`src/rtl/instruction_fetch_pkg.sv`:
```
// Shared CPU constants for the fetch stage: FSM encoding, bubble word, reset PC
// and the major-opcode field values.
package instruction_fetch_pkg;

   typedef enum logic [1:0] {
      FETCH = 2'd0,
      WAIT  = 2'd1,
      HOLD  = 2'd2
   } fetch_state_t;

   localparam logic [4:0]  OPC_NOP                 = 5'b00001;
   localparam logic [15:0] DEFAULT_NOP_INSTRUCTION = {OPC_NOP, 11'd0};
   localparam logic [15:0] DEFAULT_RESET_PC        = 16'h0000;

   // 16-bit wrap from FFFF to 0000 falls out of the truncation.
   function automatic logic [15:0] pc_increment(input logic [15:0] pc);
      return pc + 16'd1;
   endfunction

endpackage

```
`src/rtl/instruction_fetch_hold_buffer.sv`:
```
// One-entry holding register for a word granted while the decoder is stalled.
module fetch_hold_buffer (
   input  logic        clock,
   input  logic        reset,
   input  logic        load,
   input  logic        clear,
   input  logic [15:0] load_data,
   output logic [15:0] data,
   output logic        valid
);

   logic [15:0] data_reg;
   logic        valid_reg;

   always_ff @(posedge clock or negedge reset) begin
      if (!reset) begin
         data_reg  <= 16'd0;
         valid_reg <= 1'b0;
      end else if (clear) begin
         data_reg  <= 16'd0;
         valid_reg <= 1'b0;
      end else if (load) begin
         data_reg  <= load_data;
         valid_reg <= 1'b1;
      end
   end

   assign data  = data_reg;
   assign valid = valid_reg;

endmodule

```
`src/rtl/instruction_fetch.sv`:
```
// Instruction fetch stage: PC, memory request FSM and stall holding register.
// Optional macro INSTRUCTION_FETCH_DELAY_SLOT_EN issues the word alongside a redirect.
module instruction_fetch
   import instruction_fetch_pkg::*;
#(
   parameter logic [15:0] RESET_PC        = DEFAULT_RESET_PC,
   parameter logic [15:0] NOP_INSTRUCTION = DEFAULT_NOP_INSTRUCTION
) (
   input  logic        clock,
   input  logic        reset,
   output logic [15:0] instAddress,
   output logic        instRequest,
   input  logic [15:0] instData,
   input  logic        instReady,
   input  logic        stall,
   input  logic        redirectValid,
   input  logic [15:0] redirectTarget,
   output logic [15:0] currentInstruction,
   output logic [15:0] currentPC,
   output logic        instructionValid
);

   fetch_state_t state_reg, state_next;
   logic [15:0]  pc_reg, pc_next;
   logic [15:0]  inst_reg, inst_next;
   logic [15:0]  cpc_reg, cpc_next;
   logic         valid_reg, valid_next;
   logic         hold_load, hold_clear, hold_valid;
   logic [15:0]  hold_data;

   fetch_hold_buffer u_hold (
      .clock     (clock),
      .reset     (reset),
      .load      (hold_load),
      .clear     (hold_clear),
      .load_data (instData),
      .data      (hold_data),
      .valid     (hold_valid)
   );

   always_ff @(posedge clock or negedge reset) begin
      if (!reset) begin
         state_reg <= FETCH;
         pc_reg    <= RESET_PC;
         inst_reg  <= NOP_INSTRUCTION;
         cpc_reg   <= RESET_PC;
         valid_reg <= 1'b0;
      end else begin
         state_reg <= state_next;
         pc_reg    <= pc_next;
         inst_reg  <= inst_next;
         cpc_reg   <= cpc_next;
         valid_reg <= valid_next;
      end
   end

   always_comb begin
      state_next = state_reg;
      pc_next    = pc_reg;
      inst_next  = inst_reg;
      cpc_next   = cpc_reg;
      valid_next = valid_reg;
      hold_load  = 1'b0;
      hold_clear = 1'b0;

      if (redirectValid) begin
         state_next = FETCH;
         pc_next    = redirectTarget;
         hold_clear = 1'b1;
         inst_next  = NOP_INSTRUCTION;
         valid_next = 1'b0;
`ifdef INSTRUCTION_FETCH_DELAY_SLOT_EN
         // The delay-slot word is whatever would have issued next: the held
         // word when holding, otherwise the word granted this cycle.
         if (state_reg == HOLD) begin
            inst_next  = hold_data;
            cpc_next   = pc_reg;
            valid_next = hold_valid;
         end else if (instReady) begin
            inst_next  = instData;
            cpc_next   = pc_increment(pc_reg);
            valid_next = 1'b1;
         end
`endif
      end else if (state_reg == HOLD) begin
         // pc already points past the held word, so it is the held word's PC+1.
         if (!stall) begin
            inst_next  = hold_data;
            cpc_next   = pc_reg;
            valid_next = hold_valid;
            hold_clear = 1'b1;
            state_next = FETCH;
         end
      end else if (instReady) begin
         pc_next = pc_increment(pc_reg);
         if (stall) begin
            hold_load  = 1'b1;
            state_next = HOLD;
         end else begin
            inst_next  = instData;
            cpc_next   = pc_increment(pc_reg);
            valid_next = 1'b1;
            state_next = FETCH;
         end
      end else begin
         state_next = WAIT;
         if (!stall) begin
            inst_next  = NOP_INSTRUCTION;
            valid_next = 1'b0;
         end
      end
   end

   assign instAddress        = pc_reg;
   assign instRequest        = reset && (state_reg != HOLD);
   assign currentInstruction = inst_reg;
   assign currentPC          = cpc_reg;
   assign instructionValid   = valid_reg;

endmodule
```
`config.mk`:
```
export PLATFORM = sky130hd
export DESIGN_NAME = instruction_fetch
export DESIGN_NICKNAME = d
export VERILOG_FILES = /design/src/rtl/instruction_fetch_pkg.sv /design/src/rtl/instruction_fetch_hold_buffer.sv /design/src/rtl/instruction_fetch.sv
export SDC_FILE = /design/constraint.sdc
export NUM_CORES = 1
export LEC_CHECK = 0
export CAP_MARGIN = 20
export CORE_MARGIN = 2
export CORE_UTILIZATION = 40
export CTS_BUF_LIST = sky130_fd_sc_hd__clkbuf_8
export DETAILED_ROUTE_END_ITERATION = 8
export GPL_TIMING_DRIVEN = 0
export PLACE_DENSITY = 0.68
export SYNTH_ARGS = -nofsm -noshare
export SYNTH_HDL_FRONTEND = slang
export SYNTH_SLANG_ARGS = --single-unit
```
`constraint.sdc`:
```
create_clock -name clock -period 2.7 [get_ports clock]
set_clock_uncertainty 0.05 [all_clocks]
set_input_delay 0.81 -clock clock [delete_from_list [all_inputs] [get_ports clock]]
set_output_delay 0.81 -clock clock [all_outputs]
set_load 0.1 [all_outputs]
```
== After elaboration in Yosys (flattened, before gate mapping) ==
Index checks and enable logic that the tools add are counted.
Cells by class
  add/subtract/negate cells: 1
  equal/unequal tests: 5
  multiplexer cells: 35
  bitwise gates (word level): 2
  reductions and logical operators: 6
Operators by type and width (count)
  16-bit two-way mux: 15
  16-bit by 1-bit adder with 16-bit output, second input constant: 1
  1-bit two-way mux: 15
  2-bit two-way mux: 5
  2-bit nonzero test: 3
  2-bit inequality test, second input constant: 2
  3-bit inequality test, second input constant: 1
  3-bit AND reduction: 1
  2-bit equality test, second input constant: 1
  2-bit by 1-bit inequality test with 1-bit output, second input constant: 1
  1-bit NOT: 2
  2-bit AND reduction: 1
  1-bit logical AND: 1
Word-level totals
  flip-flop bits (word level): 68
  input bits: 37
  output and inout port bits: 50
  logic and storage cells: 56

== Depth between registers and ports, before layout ==
  depth in word-level cells: 6
  gate-level depth with buffers: 6
  gate-level depth less buffers: 5

== Modules after synthesis ==
From an unflattened synthesis, not the netlist that was laid out.
Unflattened totals
  cell total of the unflattened synthesis: 375
  area, all modules: 3438.3 µm²
Modules (own cells, without submodules)
  instruction_fetch: instances 1, cells each 320, area an instance 2743.9 µm², sequential area each 1277.5 µm²
  fetch_hold_buffer: instances 1, cells each 55, area an instance 694.4 µm², sequential area each 425.4 µm²

== Least setup slack after synthesis ==
Ideal clock, no wire load.
  path kind: register to output
  start: reg state_reg[1]
  end: out instRequest
  data arrival time: 1878 ps
  data required time: 1840 ps
  path slack: -38 ps
  stages on the path, launching flop included: 5
  path buffers: 2
  cells stage by stage: dfrtp_1 -> nand2b_1 -> clkbuf_1 -> clkbuf_1 -> and2_1
Between the ends
  word-level cells in the longest chain between the ends: 2
Ends and longest elaborated chain
  start: declaration: RTL line instruction_fetch.sv:23  | fetch_state_t state_reg, state_next;
  start signal: assignment: RTL line instruction_fetch.sv:49  | state_reg <= state_next;
  2-bit inequality test: RTL line instruction_fetch.sv:115  | assign instRequest = reset && (state_reg != HOLD);
  1-bit logical AND: RTL line instruction_fetch.sv:115
  end: declaration: RTL line instruction_fetch.sv:12  | output logic instRequest,
Every way passes these cells.

== Final worst setup path ==
  start: reg pc_reg[4], in the netlist instAddress[4]
  end: out instAddress[4]
RTL lines
  start: declaration: RTL line instruction_fetch.sv:24  | logic [15:0] pc_reg, pc_next;
  start signal: assignment: RTL line instruction_fetch.sv:50  | pc_reg <= pc_next;
  end: declaration: RTL line instruction_fetch.sv:11  | output logic [15:0] instAddress,
No word-level cell between the ends.

==> results.toml <==
[outcome]
status = "complete, no violations"

[power]
p_total_w = 0.00322
clkPwrFrac = 0.287
p_per_area_mw_per_mm2 = 718
swShare = 0.420
p_sw_w = 0.00135
comb_power_share = 0.341
p_leak_nw = 1.97
sequentialPowerShare = 0.372
internal_power_w = 0.00187
vdd_drop_max_mv = 0.296

[floorplan]
die_w_um = 95.2
die_area_mm2 = 0.00906
coreArea_mm2 = 0.00813
row_count = 33
start_util = 0.409
die_h_um = 95.2
io_pins = 87

[critical_path]
criticalPathCategory = "reg2out"
end_kind = "output pin"
cp-start-kind = "flop"
critical-path-top-delay-family = "buffers and inverters"
cp_max_fo = 7
max_stage_delay_ps = 910
slowest_stage = "dlygate4sd2_1"
worstPathArrival_ps = 1770
cp_cell_sequence = "dlygate4sd2_1"
rrSetupSlack_ps = 530
critical_path_required_ps = 1840
timing.critical_path.buf_inv = 1

[timing]
final_hold_viol_count = 0
tightest_slew_ps = 999
period_share = 0.974
timing.hold.ws_ps = 350
drv_slew = 0
clock.fmax_ghz = 0.380
slew_headroom = 0.337
rsz0062_at_grt = "no"
finalSetupViolations = 0
fin_setup_tns_ps = 0
fin_crit_ps = 2630

[cells_and_area]
drive_above_1_share = 0.0722
area_growth_pct = 35.0
antenna_cells = 0
nets = 490

[clock_network]
cts_setup_buffers = 0
cts_sinks = 68
root_buffer = "clkbuf_8"
post_cts_resized = 59
hold_buffers = 0
cts-htree-levels = 3
cts_made_buffers = 9
clock_path_buffers = 2
insertion_delay_ps = 350
cts.reportedPaths.clkPinSlew_ps = 80
cts_tree = "built"

[yosys]
synth.avg_cell_area_um2 = 9.29
ys_seq_area_frac = 0.512
ys_ff_latch = 68
synthFlopType = "dfrtp_1"
netlist_instances = 358
synthArstFlopShare = 1.00
ys_types = 44
synth_area_leaders = "dfrtp_1, nand2_1, o21ai_0"
syn-cell-area_mm2 = 0.00332
syn-num-nets = 396
yosysWarnings = 0
synth-edff-count = 0
yosysTopAreaCell = "dfrtp_1"
synth_top_area_share = 0.504

[grt]
grtUsageTotal = 0.211
gr-total-overflow = 0
grt_pass1_wl_mm = 14.8
grt_antenna_before_repair = 0
grt_max_degree = 70
grt_pass1_vias = 2929

[place]
numPortBuffers = 84
gp_congestion = 0.838
place_hpwl_mm = 6.34

[hold_path]
hp-class = "in2async"

[routing]
drt_iter0_markers = 184
routedWlPerCell_um = 15.9
routed_wl_mm = 8.92
drc = 0
drtAntennaViolNets = 0
vias_per_cell = 5.33
dr.pass1.iters = 4
via_count = 2995

[flow_run]
max-cap-violations = 0
layout by cell type (no fill, tap or decap), types with 3 or more instances in the layout:
cell              n
nor3_1            5
a21oi_1          16
nand2_1          62
dlygate4sd2_1    45
or3_1            10
dlymetal6s2s_1    4
clkbuf_1         15
clkinv_2          3
xor2_1            8
xnor2_1           9
nand3_1          23
clkdlybuf4s50_1  33
nor4_1            4
dfrtp_1          67
a31oi_1          12
a22o_1           16
o21ai_0          29
nand4_1           5
nor2_1           17
buf_2             4
clkbuf_8          9
a21o_1           16
worst paths after layout:
kind	from	to	cells after the start
worst max-delay path	instAddress[4]$_DFFE_PN0P_	instAddress[4]	1
worst min-delay path	reset	currentPC[6]$_DFFE_PN0P_	1
worst max register to register	instAddress[0]$_DFFE_PN0P_	instAddress[12]$_DFFE_PN0P_	6
worst min register to register	currentPC[0]$_DFFE_PN0P_	currentPC[0]$_DFFE_PN0P_	2
max in group asynchronous	reset	currentInstruction[11]$_DFFE_PN1P_	1
min in group clock	currentPC[0]$_DFFE_PN0P_	currentPC[0]$_DFFE_PN0P_	2
area by class of cell:
cell class | count | area (µm²)
inverter | 3 | 11.3
fill | 767 | 3650
buffer | 24 | 101
clock inverter | 7 | 91.3
clock buffer | 9 | 124
multi-input combinational | 262 | 1520
sequential | 68 | 1700
timing repair buffer | 84 | 801
tap | 105 | 131
metal layers:
metal	vias to the layer above	wire length, µm	global-route usage
li1	1466	-	-
met1	1433	4080	0.297
met2	89	4210	0.330
met3	7	558	0.0387
met4	0	81	0.0664
met5	-	0	0
logic make-up after synthesis:
kind of cell / synth area share
XOR/XNOR: 0.0448
multiplexers: 0.00301
AND/OR/NAND/NOR: 0.206
AO/OA/AOI/OAI: 0.197
flip-flops: 0.512
adder cells (fa/ha/maj): 0.00376
buffers and inverters: 0.0335
power by group through the flow:
| stage | Combinational, W | Clock, W | Sequential, W |
|---|---|---|---|
| 2_1_floorplan | 0.000217 | 0 | 0.00183 |
| 3_3_place_gp | 0.00114 | 0 | 0.00122 |
| 3_5_place_dp | 0.00115 | 0 | 0.00122 |
| 4_1_cts | 0.00110 | 0.000952 | 0.00120 |
| 5_1_grt | 0.00115 | 0.00100 | 0.00121 |
| 6_report | 0.00110 | 0.000926 | 0.00120 |
per-stage QoR:
| stage | util | worst slack, ps | instance area (µm²) | cells |
|---|---|---|---|---|
| 6_report | 0.552 | 70.6 | 4490 | 562 |
| 5_1_grt | 0.552 | 19.6 | 4490 | 562 |
| 4_1_cts | 0.550 | 1.48 | 4470 | 563 |
| 3_5_place_dp | 0.528 | -1110 | 4300 | 547 |
| 3_3_place_gp | 0.528 | -3280 | 4300 | 547 |
| 2_1_floorplan | - | 65.0 | 3330 | 358 |
worst register-to-register path, stage by stage (launching register included):
cell and delay [ps]:
dfrtp_1 490, ha_1 270, nand2_1 120, or3_1 360, clkbuf_2 160, or4_1 470, a31oi_1 170
synth_stat cells, types with 2 or more instances:
| cell type | instances |
|---|---|
| a21oi_1 | 16 |
| and3_1 | 2 |
| nand4_1 | 5 |
| nor4_1 | 4 |
| buf_1 | 2 |
| clkbuf_1 | 18 |
| o21ai_0 | 29 |
| o31ai_1 | 2 |
| a31oi_1 | 12 |
| nor3_1 | 5 |
| buf_2 | 4 |
| nor2b_1 | 2 |
| dfrtp_1 | 67 |
| nor2_1 | 18 |
| nand2b_1 | 2 |
| a21o_1 | 16 |
| or4_1 | 2 |
| xor2_1 | 8 |
| and4_1 | 2 |
| xnor2_1 | 9 |
| and2_1 | 2 |
| or3_1 | 10 |
| a22o_1 | 16 |
| nand3_1 | 23 |
| o31a_1 | 2 |
| nand2_1 | 62 |
No activity file was read; power rests on OpenSTA's default activity.
